==> src/rtl/i2c_bus_arbiter_if.sv <==
// Signal bundle between requesters, the bus arbiter and the shared i2c_master.
// master modport is the arbiter's view; slave modport is the requesters plus the i2c_master.
interface i2c_bus_arbiter_if #(
   parameter int NUM_REQ = 4,
   parameter int IDX_W   = 2
);
   logic [NUM_REQ-1:0]      req;
   logic [7*NUM_REQ-1:0]    req_addr;
   logic [NUM_REQ-1:0]      req_rw;
   logic [32*NUM_REQ-1:0]   req_data_wr;
   logic [8*NUM_REQ-1:0]    req_nbytes;
   logic [NUM_REQ-1:0]      done;
   logic [31:0]             rd_data;
   logic                    ack_err;
   logic [IDX_W-1:0]        grant_idx;
   logic                    bus_active;
   logic                    m_ena;
   logic [6:0]              m_addr;
   logic                    m_rw;
   logic [31:0]             m_data_wr;
   logic [7:0]              m_nbytes;
   logic                    m_busy;
   logic [31:0]             m_data_rd;
   logic                    m_ack_error;

   modport master (
      input  req, req_addr, req_rw, req_data_wr, req_nbytes,
      input  m_busy, m_data_rd, m_ack_error,
      output done, rd_data, ack_err, grant_idx, bus_active,
      output m_ena, m_addr, m_rw, m_data_wr, m_nbytes
   );

   modport slave (
      output req, req_addr, req_rw, req_data_wr, req_nbytes,
      output m_busy, m_data_rd, m_ack_error,
      input  done, rd_data, ack_err, grant_idx, bus_active,
      input  m_ena, m_addr, m_rw, m_data_wr, m_nbytes
   );
endinterface

==> src/rtl/i2c_bus_arbiter.sv <==
// Round-robin arbiter sharing one i2c_master between NUM_REQ requesters.
// Optional I2C_ARB_TIMEOUT_EN adds a TIMEOUT_CYCLES watchdog on LAUNCH/WAIT_DONE.
//
// state     | meaning
// IDLE      | waiting for a request while the master is idle
// LAUNCH    | m_ena high until the master reports busy
// WAIT_DONE | master busy; capture results when busy drops
// COMPLETE  | pulse done to the granted requester, advance pointer
module i2c_bus_arbiter #(
   parameter int NUM_REQ = 4,
   parameter int IDX_W   = 2
`ifdef I2C_ARB_TIMEOUT_EN
   , parameter int TIMEOUT_CYCLES = 65535
`endif
) (
   input logic               clk,
   input logic               reset,
   i2c_bus_arbiter_if.master bus
);
   localparam logic [1:0] IDLE      = 2'd0;
   localparam logic [1:0] LAUNCH    = 2'd1;
   localparam logic [1:0] WAIT_DONE = 2'd2;
   localparam logic [1:0] COMPLETE  = 2'd3;

   logic [1:0]         state;
   logic [IDX_W-1:0]   last_grant;
   logic [IDX_W-1:0]   grant_q;
   logic [IDX_W-1:0]   pick_idx;
   logic               pick_vld;
   logic [NUM_REQ-1:0] hi_mask;
   logic [NUM_REQ-1:0] req_hi;
   logic [NUM_REQ-1:0] done_q;
   logic [31:0]        rd_data_q;
   logic               ack_err_q;
   logic               bus_active_q;
   logic               m_ena_q;
   logic [6:0]         m_addr_q;
   logic               m_rw_q;
   logic [31:0]        m_data_wr_q;
   logic [7:0]         m_nbytes_q;
`ifdef I2C_ARB_TIMEOUT_EN
   logic [15:0]        tmo_cnt;
   logic [16:0]        tmo_nxt;

   assign tmo_nxt = {1'b0, tmo_cnt} + 17'd1;
`endif

   // Requests above the last grant win; otherwise wrap to the lowest set bit.
   always_comb begin
      hi_mask  = '0;
      pick_idx = '0;
      pick_vld = 1'b0;
      for (int i = 0; i < NUM_REQ; i++)
         hi_mask[i] = (i > int'(last_grant));
      req_hi = bus.req & hi_mask;
      for (int i = NUM_REQ - 1; i >= 0; i--) begin
         if (bus.req[i]) begin
            pick_idx = IDX_W'(i);
            pick_vld = 1'b1;
         end
      end
      for (int i = NUM_REQ - 1; i >= 0; i--)
         if (req_hi[i]) pick_idx = IDX_W'(i);
   end

   always_ff @(posedge clk) begin
      if (reset) begin
         state        <= IDLE;
         last_grant   <= IDX_W'(NUM_REQ - 1);
         grant_q      <= '0;
         done_q       <= '0;
         rd_data_q    <= '0;
         ack_err_q    <= 1'b0;
         bus_active_q <= 1'b0;
         m_ena_q      <= 1'b0;
         m_addr_q     <= '0;
         m_rw_q       <= 1'b0;
         m_data_wr_q  <= '0;
         m_nbytes_q   <= '0;
`ifdef I2C_ARB_TIMEOUT_EN
         tmo_cnt      <= '0;
`endif
      end else begin
         done_q <= '0;
         case (state)
            IDLE: begin
               if (pick_vld && !bus.m_busy) begin
                  m_addr_q     <= bus.req_addr[7*pick_idx +: 7];
                  m_rw_q       <= bus.req_rw[pick_idx];
                  m_data_wr_q  <= bus.req_data_wr[32*pick_idx +: 32];
                  m_nbytes_q   <= bus.req_nbytes[8*pick_idx +: 8];
                  grant_q      <= pick_idx;
                  bus_active_q <= 1'b1;
                  state        <= LAUNCH;
`ifdef I2C_ARB_TIMEOUT_EN
                  tmo_cnt      <= '0;
`endif
               end
            end
            LAUNCH: begin
               if (!m_ena_q) begin
                  m_ena_q <= 1'b1;
               end else if (bus.m_busy) begin
                  m_ena_q <= 1'b0;
                  state   <= WAIT_DONE;
               end
            end
            WAIT_DONE: begin
               if (!bus.m_busy) begin
                  rd_data_q <= bus.m_data_rd;
                  ack_err_q <= bus.m_ack_error;
                  state     <= COMPLETE;
               end
            end
            COMPLETE: begin
               done_q[grant_q] <= 1'b1;
               bus_active_q    <= 1'b0;
               last_grant      <= grant_q;
               state           <= IDLE;
            end
            default: state <= IDLE;
         endcase
`ifdef I2C_ARB_TIMEOUT_EN
         // Watchdog overrides whatever LAUNCH/WAIT_DONE decided on this edge.
         if ((state == LAUNCH) || (state == WAIT_DONE)) begin
            tmo_cnt <= tmo_nxt[15:0];
            if (tmo_nxt == 17'(TIMEOUT_CYCLES)) begin
               m_ena_q   <= 1'b0;
               rd_data_q <= '0;
               ack_err_q <= 1'b1;
               state     <= COMPLETE;
            end
         end
`endif
      end
   end

   assign bus.done       = done_q;
   assign bus.rd_data    = rd_data_q;
   assign bus.ack_err    = ack_err_q;
   assign bus.grant_idx  = grant_q;
   assign bus.bus_active = bus_active_q;
   assign bus.m_ena      = m_ena_q;
   assign bus.m_addr     = m_addr_q;
   assign bus.m_rw       = m_rw_q;
   assign bus.m_data_wr  = m_data_wr_q;
   assign bus.m_nbytes   = m_nbytes_q;
endmodule

==> src/flat_wrapper.sv <==
// flat-port wrapper written by rule: the top's interface ports become plain ports
module i2c_bus_arbiter_flat 
#(
   parameter int NUM_REQ = 4,
   parameter int IDX_W   = 2

)
  (clk, reset, bus_req, bus_req_addr, bus_req_rw, bus_req_data_wr, bus_req_nbytes, bus_m_busy, bus_m_data_rd, bus_m_ack_error, bus_done, bus_rd_data, bus_ack_err, bus_grant_idx, bus_bus_active, bus_m_ena, bus_m_addr, bus_m_rw, bus_m_data_wr, bus_m_nbytes);
  i2c_bus_arbiter_if #(.NUM_REQ(NUM_REQ), .IDX_W(IDX_W)) bus_i ();
  input logic clk;
  input logic reset;
  input wire logic [$bits(bus_i.req)-1:0] bus_req;
  input wire logic [$bits(bus_i.req_addr)-1:0] bus_req_addr;
  input wire logic [$bits(bus_i.req_rw)-1:0] bus_req_rw;
  input wire logic [$bits(bus_i.req_data_wr)-1:0] bus_req_data_wr;
  input wire logic [$bits(bus_i.req_nbytes)-1:0] bus_req_nbytes;
  input wire logic [$bits(bus_i.m_busy)-1:0] bus_m_busy;
  input wire logic [$bits(bus_i.m_data_rd)-1:0] bus_m_data_rd;
  input wire logic [$bits(bus_i.m_ack_error)-1:0] bus_m_ack_error;
  output wire logic [$bits(bus_i.done)-1:0] bus_done;
  output wire logic [$bits(bus_i.rd_data)-1:0] bus_rd_data;
  output wire logic [$bits(bus_i.ack_err)-1:0] bus_ack_err;
  output wire logic [$bits(bus_i.grant_idx)-1:0] bus_grant_idx;
  output wire logic [$bits(bus_i.bus_active)-1:0] bus_bus_active;
  output wire logic [$bits(bus_i.m_ena)-1:0] bus_m_ena;
  output wire logic [$bits(bus_i.m_addr)-1:0] bus_m_addr;
  output wire logic [$bits(bus_i.m_rw)-1:0] bus_m_rw;
  output wire logic [$bits(bus_i.m_data_wr)-1:0] bus_m_data_wr;
  output wire logic [$bits(bus_i.m_nbytes)-1:0] bus_m_nbytes;
  assign bus_i.req = bus_req;
  assign bus_i.req_addr = bus_req_addr;
  assign bus_i.req_rw = bus_req_rw;
  assign bus_i.req_data_wr = bus_req_data_wr;
  assign bus_i.req_nbytes = bus_req_nbytes;
  assign bus_i.m_busy = bus_m_busy;
  assign bus_i.m_data_rd = bus_m_data_rd;
  assign bus_i.m_ack_error = bus_m_ack_error;
  assign bus_done = bus_i.done;
  assign bus_rd_data = bus_i.rd_data;
  assign bus_ack_err = bus_i.ack_err;
  assign bus_grant_idx = bus_i.grant_idx;
  assign bus_bus_active = bus_i.bus_active;
  assign bus_m_ena = bus_i.m_ena;
  assign bus_m_addr = bus_i.m_addr;
  assign bus_m_rw = bus_i.m_rw;
  assign bus_m_data_wr = bus_i.m_data_wr;
  assign bus_m_nbytes = bus_i.m_nbytes;
  i2c_bus_arbiter #(.NUM_REQ(NUM_REQ), .IDX_W(IDX_W)) u_core (.clk(clk), .reset(reset), .bus(bus_i));
endmodule
==> config.mk <==
export PLATFORM = sky130hd
export DESIGN_NAME = i2c_bus_arbiter_flat
export DESIGN_NICKNAME = d
export VERILOG_FILES = /design/src/rtl/i2c_bus_arbiter_if.sv /design/src/rtl/i2c_bus_arbiter.sv /design/src/flat_wrapper.sv
export SDC_FILE = /design/constraint.sdc
export NUM_CORES = 1
export LEC_CHECK = 0
export ABC_CLOCK_PERIOD_IN_PS = 5500
export CAP_MARGIN = 20
export CORE_AREA = 2 2 123 125
export DETAILED_ROUTE_END_ITERATION = 8
export DIE_AREA = 0 0 125 127
export PLACE_DENSITY = 0.83
export SLEW_MARGIN = 40
export SYNTH_ARGS = -nofsm -noshare
export SYNTH_HDL_FRONTEND = slang
export SYNTH_SLANG_ARGS = --single-unit
export TNS_END_PERCENT = 100
==> constraint.sdc <==
create_clock -name clk -period 5.5 [get_ports clk]
set_clock_uncertainty 0.1 [all_clocks]
set_input_delay 1.65 -clock clk [delete_from_list [all_inputs] [get_ports clk]]
set_output_delay 1.65 -clock clk [all_outputs]
set_load 0.01 [all_outputs]
==> flow_metrics.tcl, run 1 <==
set metrics [dict create \
    layout.nets 1130 \
    yosys.area.top_type "dfxtp_1" \
    fillers 1278 \
    final_max_slew_viol_count 0 \
    clk_latency_ns 0.35 \
    ys_seq_area_frac 0.356 \
    worstPathMaxFanout 52 \
    wl_per_cell_um 17.8 \
    grt_pass1_vias 5697 \
    ir_drop_uv 160 \
    final_util 0.610 \
    arrival_ns 4.19 \
    rr_worst_depth 7 \
    finalWeightedCongestion 0.779 \
    tritoncts.num_buffers 9 \
    fin_area_um2 8790 \
    core-area_um2 14400 \
    cp-end-kind "flip-flop" \
    chipWidth_um 125 \
    diodes 0 \
    top_layer "met4" \
    worst_hold_slack_ns 0.354 \
    reg2reg_to "u_core.bus.m_nbytes[6]" \
    cts-resized-gates 0 \
    cts-hold-fix-buffers 0 \
    grt_use_total 0.237 \
    syn_area_um2 5230 \
    fin_crit_ns 4.04 \
    wl_met3_mm 1.36 \
    clockBufferDepth 2 \
    cp-start-kind "primary input" \
    max_freq_mhz 247 \
    power_mw 2.69 \
    p_leak_nw 3.12 \
    p_per_area_nw_per_um2 306 \
    yosysWarnings 0 \
    fin_crit_sh 0.735 \
    clk_pin_slew_worst_paths_ns 0.07 \
    min_delay_path_depth 2 \
    syn_to_final_growth_pct 68.3 \
    fp.dieH_um 127 \
    dr_wl_met2_mm 9.55 \
    io_buffer_count 320 \
    path_class "primary input to flip-flop" \
    post-route-drc-count 0 \
    drive_above_1_share 0.118 \
    tightest_slew_ns 0.779 \
    dr.first_iter.drc_count 294 \
    cts.sinks 93 \
    syn_avg_cell_area_um2 8.52 \
    fin_tns_setup_ns 0 \
    finalWirelength_mm 19.3 \
    vias 5696 \
    reg2reg_from "u_core.state[0]" \
    io_pins 321 \
    antenna_found_initial 0 \
    r2r_slack_ns 2.86 \
    synth_top_area_frac 0.356 \
    synth_fp_nets 849 \
    synth_cell_types 46 \
    start_util 0.362 \
    dpl-instance-area_um2 8460 \
    synth-async-reset-ratio 0 \
    drv_cap 0 \
    hold_path_class "flip-flop to flip-flop" \
    h-tree-depth 3 \
    cts_tree "done" \
    first_pass_iters 4 \
    drt-met1-wl_mm 7.97 \
    ys_top_cells_by_area "dfxtp_1 36%, nand3_1 6.3%, a2111oi_2 5.7%" \
    cts_root_buffer "clkbuf_16" \
    synth_ff_type "dfxtp_1" \
    ant_nets 0 \
    finalHoldViolCount 0 \
    grt_max_degree 88 \
    synthCells 613 \
    outcome "finished, final reports clean" \
    rows 44 \
    critPathRequiredTime_ns 5.64 \
    vias_per_cell 5.26 \
    setup_violations 0 \
    min_to "u_core.bus.rd_data[9]" \
    hold_start "u_core.bus.rd_data[9]" \
    grt_first_pass_wirelength_mm 30.4 \
    post_cts_buffers 0 \
    grt_overflow 0 \
    relSlewSlack 0.481 \
    synth_edf_count 0 \
    rsz0062_at_grt "false" \
    dieArea_um2 15900 \
    synth_seq_cells 93 \
    hpwlAfterDp_mm 13.8 \
]
sequential cells by signal, summed over array words and instances, names as in the netlist:
name	flops
u_core.bus.m_addr	7
u_core.last_grant	2
u_core.state	2
u_core.bus.m_rw	1
u_core.bus.m_nbytes	8
u_core.bus.m_ena	1
u_core.bus.m_data_wr	32
u_core.bus.bus_active	1
u_core.bus.grant_idx	2
u_core.bus.ack_err	1
u_core.bus.done	4
u_core.bus.rd_data	32
metrics by stage:
stage | setup WS (ns) | std cells
floorplan | 2.33 | 613
global placement | 0.752 | 1065
detailed placement | 1.08 | 1066
CTS | 1.46 | 1082
global route | 1.27 | 1083
finish | 1.46 | 1083
per-layer routing:
| metal | vias up | global-route usage |
|---|---|---|
| met3 | 25 | 0.0503 |
| li1 | 2816 | - |
| met2 | 218 | 0.414 |
| met4 | 0 | 0.0876 |
| met5 | - | 0 |
| met1 | 2637 | 0.289 |
logic make-up after synthesis:
group                      count (synthesis)  share of synthesized area
AOI/OAI and AO/OA                        177                      0.281
and+or+nand+nor                          196                      0.173
muxes                                     48                     0.0972
adders and majority gates                  4                    0.00958
buffers and inverters                     95                     0.0836
DFF                                       93                      0.356
placed cells by master (no fill, tap or decap), types with 5 or more instances in the layout:
cell type        netlist  final
mux2_2                22     22
a31oi_1               26     26
a21oi_1               35     35
a2111oi_2             20     20
buf_4                  4     11
a2111oi_1              5      5
clkbuf_16              0      9
o22ai_1               26     26
a211oi_2              19     19
o221ai_1              21     21
a211oi_1               7      7
mux2i_1               26     26
o21ai_0                6      5
nand2_1               76     76
nand3_1               66     66
dfxtp_1               93     93
nor2_1                33     33
clkdlybuf4s50_1        0    319
inv_1                 32     32
cell usage after synthesis (2+ instances only):
| library cell | instances |
|---|---|
| mux2_2 | 22 |
| nand2b_1 | 4 |
| a21oi_1 | 35 |
| o21ai_0 | 6 |
| a21o_1 | 3 |
| buf_2 | 20 |
| buf_12 | 2 |
| buf_1 | 4 |
| ha_1 | 4 |
| o22ai_1 | 26 |
| a31oi_1 | 26 |
| nand3_1 | 66 |
| nor4_1 | 2 |
| a2111oi_2 | 20 |
| clkbuf_1 | 32 |
| nor2_1 | 33 |
| mux2i_1 | 26 |
| a2111oi_1 | 5 |
| buf_4 | 4 |
| a211oi_1 | 7 |
| dfxtp_1 | 93 |
| a211oi_2 | 19 |
| nor3_1 | 2 |
| inv_1 | 32 |
| o21ai_1 | 2 |
| nand2_1 | 76 |
| nor2b_1 | 3 |
| o221ai_1 | 21 |
worst max-delay path by stage:
stage                                     to  slack, ns  startpoint
global route         u_core.bus.m_data_wr[0]       1.27  bus_req[3]
detailed placement  u_core.bus.m_data_wr[20]       1.08  bus_req[3]
CTS                  u_core.bus.m_data_wr[0]       1.46  bus_req[3]
global placement     u_core.bus.m_data_wr[9]       0.75  bus_req[1]
floorplan               u_core.bus.m_addr[0]       2.33  bus_req[3]
finish                  u_core.bus.m_addr[2]       1.46  bus_req[3]
worst max-delay path, stage by stage:
cell	delay (ns)
clkdlybuf4s50_1	0.53
and2b_1	0.27
o21ai_2	0.21
and3_4	0.72
buf_4	0.35
a211oi_2	0.10
a2111oi_2	0.28
area by class of cell:
| class | instances | area (µm²) | share of cell area |
|---|---|---|---|
| Clock buffer | 11 | 253 | 0.0287 |
| Tap cell | 184 | 230 | 0.0262 |
| Timing Repair Buffer | 333 | 3320 | 0.378 |
| Inverter | 32 | 120 | 0.0137 |
| Sequential cell | 93 | 1860 | 0.212 |
| Clock inverter | 5 | 63.8 | 0.00726 |
| Multi-Input combinational cell | 425 | 2940 | 0.335 |
power breakdown:
part / total (mW) / internal, mW / switching (mW) / leakage, nW
Sequential: 0.869 / 0.796 / 0.0728 / 0.760
Combinational: 1.15 / 0.594 / 0.557 / 2.21
Clock: 0.667 / 0.382 / 0.285 / 0.153
Total: 2.69 / 1.77 / 0.915 / 3.12
No activity file was read; power rests on OpenSTA's default activity.
==> run 2, diff against run 1 <==
- ABC_CLOCK_PERIOD_IN_PS: 5500 -> 3700
- CORE_AREA: 2 2 123 125 -> unset
- CORE_UTILIZATION: unset -> 34
- DIE_AREA: 0 0 125 127 -> unset
- clock period: 5.5 -> 3.7 ns (I/O delays scaled with it)
==> run 2 against run 1 <==
Against the previous run: cell area up 0.88%; sequential cell count unchanged; clock-buffer cell count down 2; core utilization down 0.84 points; via count up 1.8%; global-route usage up 0.20 points; sequential power up 50%; routed wire length down 0.59%; critical path depth unchanged.
==> flow_metrics.tcl, run 2 (synthesis results as in run 1) <==
set metrics [dict create \
    post-route-drc-count 0 \
    grt_pass1_vias 5680 \
    diodes 0 \
    pwr-share-seq 0.323 \
    worstPathMaxFanout 43 \
    outcome "finished, final reports clean" \
    fp.dieH_um 126 \
    fin_area_um2 8870 \
    cts.sinks 93 \
    drv_cap 0 \
    dieArea_um2 15900 \
    setup_violations 0 \
    dpl-instance-area_um2 8560 \
    hold_path_class "flip-flop to flip-flop" \
    grt_first_pass_wirelength_mm 30.1 \
    top_layer "met4" \
    layout_commonest_cell "clkdlybuf4s50_1" \
    dr.first_iter.drc_count 345 \
    clk_pin_slew_worst_paths_ns 0.07 \
    clk_latency_ns 0.34 \
    finalWeightedCongestion 0.813 \
    worst_hold_slack_ns 0.354 \
    most-common-layout-cells "319 x clkdlybuf4s50_1, 93 x dfxtp_1, 76 x nand2_1, 66 x nand3_1, 35 x a21oi_1" \
    cp_slowest_cell "clkdlybuf4s50_1" \
    tightest_slew_ns 0.605 \
    fin_crit_ns 3.12 \
    cts-resized-gates 0 \
    cts_root_buffer "clkbuf_16" \
    rows 44 \
    finalHoldViolCount 0 \
    wl_per_cell_um 17.5 \
    fin_crit_sh 0.844 \
    h-tree-depth 3 \
    post_cts_buffers 0 \
    fin_tns_setup_ns 0 \
    hpwlAfterDp_mm 14.0 \
    ant_nets 0 \
    internal-power_mw 2.62 \
    final_max_slew_viol_count 0 \
    cp-start-kind "primary input" \
    path_class "primary input to flip-flop" \
    ir_drop_uv 236 \
    clkPwrFrac 0.247 \
    vias 5796 \
    p_switching_mw 1.39 \
    max_freq_mhz 320 \
    clockBufferDepth 2 \
    arrival_ns 3.23 \
    cts_tree "done" \
    tritoncts.num_buffers 9 \
    swShare 0.347 \
    dr_wl_met2_mm 9.39 \
    chipWidth_um 126 \
    grt_overflow 0 \
    antenna_found_initial 0 \
    layout.nets 1139 \
    start_util 0.354 \
    cts-hold-fix-buffers 0 \
    p_leak_nw 3.17 \
    grt_max_degree 51 \
    relSlewSlack 0.597 \
    drt-met1-wl_mm 7.91 \
    p_per_area_nw_per_um2 453 \
    vias_per_cell 5.31 \
    combPwrFrac 0.430 \
    core-area_um2 14800 \
    cp-end-kind "flip-flop" \
    syn_to_final_growth_pct 69.8 \
    cp_slowest_stage_delay_ns 0.55 \
    drive_above_1_share 0.126 \
    io_pins 321 \
    grt_use_total 0.239 \
    wl_met3_mm 1.37 \
    finalWirelength_mm 19.2 \
    rsz0062_at_grt "false" \
    first_pass_iters 5 \
    path_cells "clkdlybuf4s50_1 > or2_2 > o221ai_4 > buf_4 > nand2_8 > a211oi_1 > a2111oi_1" \
    io_buffer_count 320 \
    critPathRequiredTime_ns 3.81 \
]
-- run 2: cell count changes in the layout (fill, tap and decap cells not counted), sizes merged --
cell / before / now
inv: 34 / 36
buf: 14 / 23
clkbuf: 11 / 9
-- run 2: worst paths after layout --
path / cells past startpoint / end / startpoint / slack (ns)
hold / removal: 2 / u_core.bus.rd_data[10] / u_core.bus.rd_data[10] / 0.35
setup reg to reg: 8 / u_core.bus.m_nbytes[6] / u_core.state[0] / 1.31
hold reg to reg: 2 / u_core.bus.rd_data[10] / u_core.bus.rd_data[10] / 0.35
setup / recovery: 7 / u_core.bus.m_data_wr[10] / bus_req[3] / 0.58
-- run 2: worst max-delay path, delay by kind of cell --
family | cells | cell delay, ns
AO/OA/AOI/OAI | 3 | 0.47
buffers and inverters | 2 | 1.00
AND/OR/NAND/NOR | 2 | 0.63
-- run 2: cell type report --
type	count	area [µm²]
timing repair buffer	342	3410
fill	1281	5880
sequential	93	1860
multi-input combinational	425	2940
inverter	32	120
tap	184	230
clock inverter	7	86.3
clock buffer	9	225
-- run 2: layer usage --
metal | vias up | GRT usage
li1 | 2830 | -
met1 | 2682 | 0.283
met2 | 252 | 0.416
met3 | 32 | 0.0548
met4 | 0 | 0.0964
met5 | - | 0
-- run 2: per-stage QoR --
step            util  setup WS, ns  power [mW]  cells
6_report       0.601         0.576        4.01   1092
3_3_place_gp   0.578        0.0560        3.01   1074
4_1_cts        0.601         0.602        4.06   1092
3_5_place_dp   0.580         0.228        3.05   1076
5_1_grt        0.601         0.424        4.24   1092
2_1_floorplan      -          1.07        2.26    613
-- run 2: power groups by stage --
stage	sequential (mW)	combinational [mW]	clock, mW
2_1_floorplan	1.38	0.881	0
3_3_place_gp	1.31	1.69	0
3_5_place_dp	1.32	1.73	0
4_1_cts	1.30	1.74	1.02
5_1_grt	1.32	1.86	1.06
6_report	1.30	1.72	0.993
==> run 3, diff against run 2 <==
- ABC_CLOCK_PERIOD_IN_PS: 3700 -> 3250
- CORE_AREA: unset -> 2 2 124 126
- CORE_UTILIZATION: 34 -> unset
- DIE_AREA: unset -> 0 0 126 128
- PLACE_DENSITY: 0.83 -> 0.82
- clock period: 3.7 -> 3.25 ns (I/O delays scaled with it)
==> run 3 against run 2 <==
Against the previous run: clock power increased by 11%; sequential cell count unchanged; critical path type unchanged; sequential share of layout area decreased by 0.33 points; global-route usage decreased by 0.53 points; register-to-register slack got worse by 0.45 ns; combinational power increased by 17%; cell area increased by 1.6%; clock-buffer cell count unchanged; first-iteration DRC count increased by 3.5%; core utilization increased by 0.50 points; largest cell class unchanged; non-clock buffer count increased by 5; die area increased by 1.6%.
==> flow_metrics.tcl, run 3 (synthesis results as in run 1) <==
set metrics [dict create \
    start_util 0.352 \
    syn_to_final_growth_pct 72.5 \
    tritoncts.num_buffers 9 \
    dieArea_um2 16100 \
    fin_crit_sh 0.903 \
    cts-hold-fix-buffers 0 \
    post-route-drc-count 0 \
    antenna_found_initial 1 \
    diodes 0 \
    wl_per_cell_um 17.6 \
    rsz0062_at_grt "false" \
    regArea_um2 1860 \
    dr.first_iter.drc_count 357 \
    p_leak_nw 3.23 \
    core-area_um2 14900 \
    cts.sinks 93 \
    path_class "primary input to flip-flop" \
    layout.nets 1144 \
    hpwlAfterDp_mm 14.3 \
    cp-start-kind "primary input" \
    rows 45 \
    finalNonFillerCells 1101 \
    p_switching_mw 1.57 \
    cts_tree "done" \
    p_per_area_nw_per_um2 510 \
    setup_violations 0 \
    drive_above_1_share 0.130 \
    final_util 0.606 \
    worstPathMaxFanout 43 \
    grt_first_pass_wirelength_mm 30.0 \
    outcome "finished, final reports clean" \
    max_freq_mhz 341 \
    ir_drop_uv 292 \
    drv_cap 0 \
    cts_root_buffer "clkbuf_16" \
    grt_use_total 0.234 \
    layout_commonest_cell "clkdlybuf4s50_1" \
    clk_pin_slew_worst_paths_ns 0.07 \
    swShare 0.343 \
    io_buffer_count 320 \
    finalWeightedCongestion 0.822 \
    fin_tns_setup_ns 0 \
    relSlewSlack 0.619 \
    grt_max_degree 51 \
    pre_cts_ws_ns -0.0532 \
    cp_slowest_stage_delay_ns 0.49 \
    pwr-share-seq 0.322 \
    fp.dieH_um 128 \
    cp-end-kind "flip-flop" \
    dp_cells 1085 \
    clockBufferDepth 2 \
    final_max_slew_viol_count 0 \
    finalWirelength_mm 19.3 \
    cpLargestDelayFamily "buffers and inverters" \
    critPathRequiredTime_ns 3.35 \
    vias_per_cell 5.35 \
    fillers 1260 \
    hold_path_class "flip-flop to flip-flop" \
    multi_input_area_um2 2940 \
    clkPwrFrac 0.240 \
    vias 5895 \
    tightest_slew_ns 0.570 \
    internal-power_mw 3.02 \
    cp_slowest_cell "clkdlybuf4s50_1" \
    arrival_ns 3.04 \
    most-common-layout-cells "319 x clkdlybuf4s50_1, 93 x dfxtp_1, 76 x nand2_1, 66 x nand3_1, 35 x a21oi_1" \
    fin_crit_ns 2.93 \
    post_cts_buffers 0 \
    combPwrFrac 0.438 \
    fin_ws_ns 0.316 \
    cts-resized-gates 0 \
    ant_nets 0 \
    finalHoldViolCount 0 \
    clk_latency_ns 0.34 \
    grt_overflow 0 \
    path_cells "clkdlybuf4s50_1 > buf_4 > nand2b_1 > o221ai_4 > buf_4 > nand2_8 > a211oi_1 > a2111oi_2" \
    cp_common_cell "buf_4" \
    io_pins 321 \
    first_pass_iters 4 \
    chipWidth_um 126 \
    grt_pass1_vias 5572 \
    h-tree-depth 3 \
    worstPathBufferInverterCount 3 \
]
[run 3: cell types whose count changed in the layout (fill, tap and decap cells not counted), sizes merged]
cell,previous run,this run
buf,23,28
clkinv,1,2
clkinvlp,1,0
[run 3: cell type report]
| cell class | count | area share |
|---|---|---|
| timing repair buffer | 347 | 0.394 |
| clock inverter | 7 | 0.00875 |
| tap | 188 | 0.0261 |
| multi-input combinational | 425 | 0.326 |
| inverter | 32 | 0.0133 |
| sequential | 93 | 0.207 |
| clock buffer | 9 | 0.0250 |
[run 3: worst paths after layout]
kind,slack [ns],endpoint,depth (start not counted),start
worst max-delay path,0.32,u_core.bus.m_data_wr[4],8,bus_req[1]
worst min-delay path,0.36,u_core.bus.rd_data[27],2,u_core.bus.rd_data[27]
worst max register to register,0.86,u_core.bus.m_data_wr[31],9,u_core.state[0]
worst min register to register,0.36,u_core.bus.rd_data[27],2,u_core.bus.rd_data[27]
[run 3: worst register-to-register path: cells and delay by family (launching register included)]
| kind | cells | cell delay (ns) |
|---|---|---|
| AND/OR/NAND/NOR | 4 | 0.91 |
| buffers and inverters | 3 | 0.53 |
| AO/OA/AOI/OAI | 1 | 0.19 |
| flip-flops | 1 | 0.35 |
| adder cells (fa/ha/maj) | 1 | 0.23 |
[run 3: through the flow]
| stage | hold WS [ns] | total power [mW] | cell area (µm²) |
|---|---|---|---|
| 2_1_floorplan | 0.371 | 2.57 | 5230 |
| 3_3_place_gp | 0.341 | 3.48 | 8680 |
| 3_5_place_dp | 0.346 | 3.52 | 8710 |
| 4_1_cts | 0.356 | 4.63 | 9010 |
| 5_1_grt | 0.373 | 4.85 | 9010 |
| 6_report | 0.355 | 4.59 | 9010 |
[run 3: per-layer routing]
metal | global-route usage | routed length, µm
met4 | 0.0737 | 437
met1 | 0.280 | 7500
met3 | 0.0605 | 1620
met5 | 0 | 13
met2 | 0.410 | 9760
[run 3: power groups by stage]
| stage | Clock (mW) | Sequential [mW] | Combinational, mW |
|---|---|---|---|
| 5_1_grt | 1.18 | 1.50 | 2.17 |
| 6_report | 1.10 | 1.48 | 2.01 |
| 2_1_floorplan | 0 | 1.57 | 1.00 |
| 3_5_place_dp | 0 | 1.50 | 2.02 |
| 4_1_cts | 1.12 | 1.48 | 2.03 |
| 3_3_place_gp | 0 | 1.50 | 1.98 |
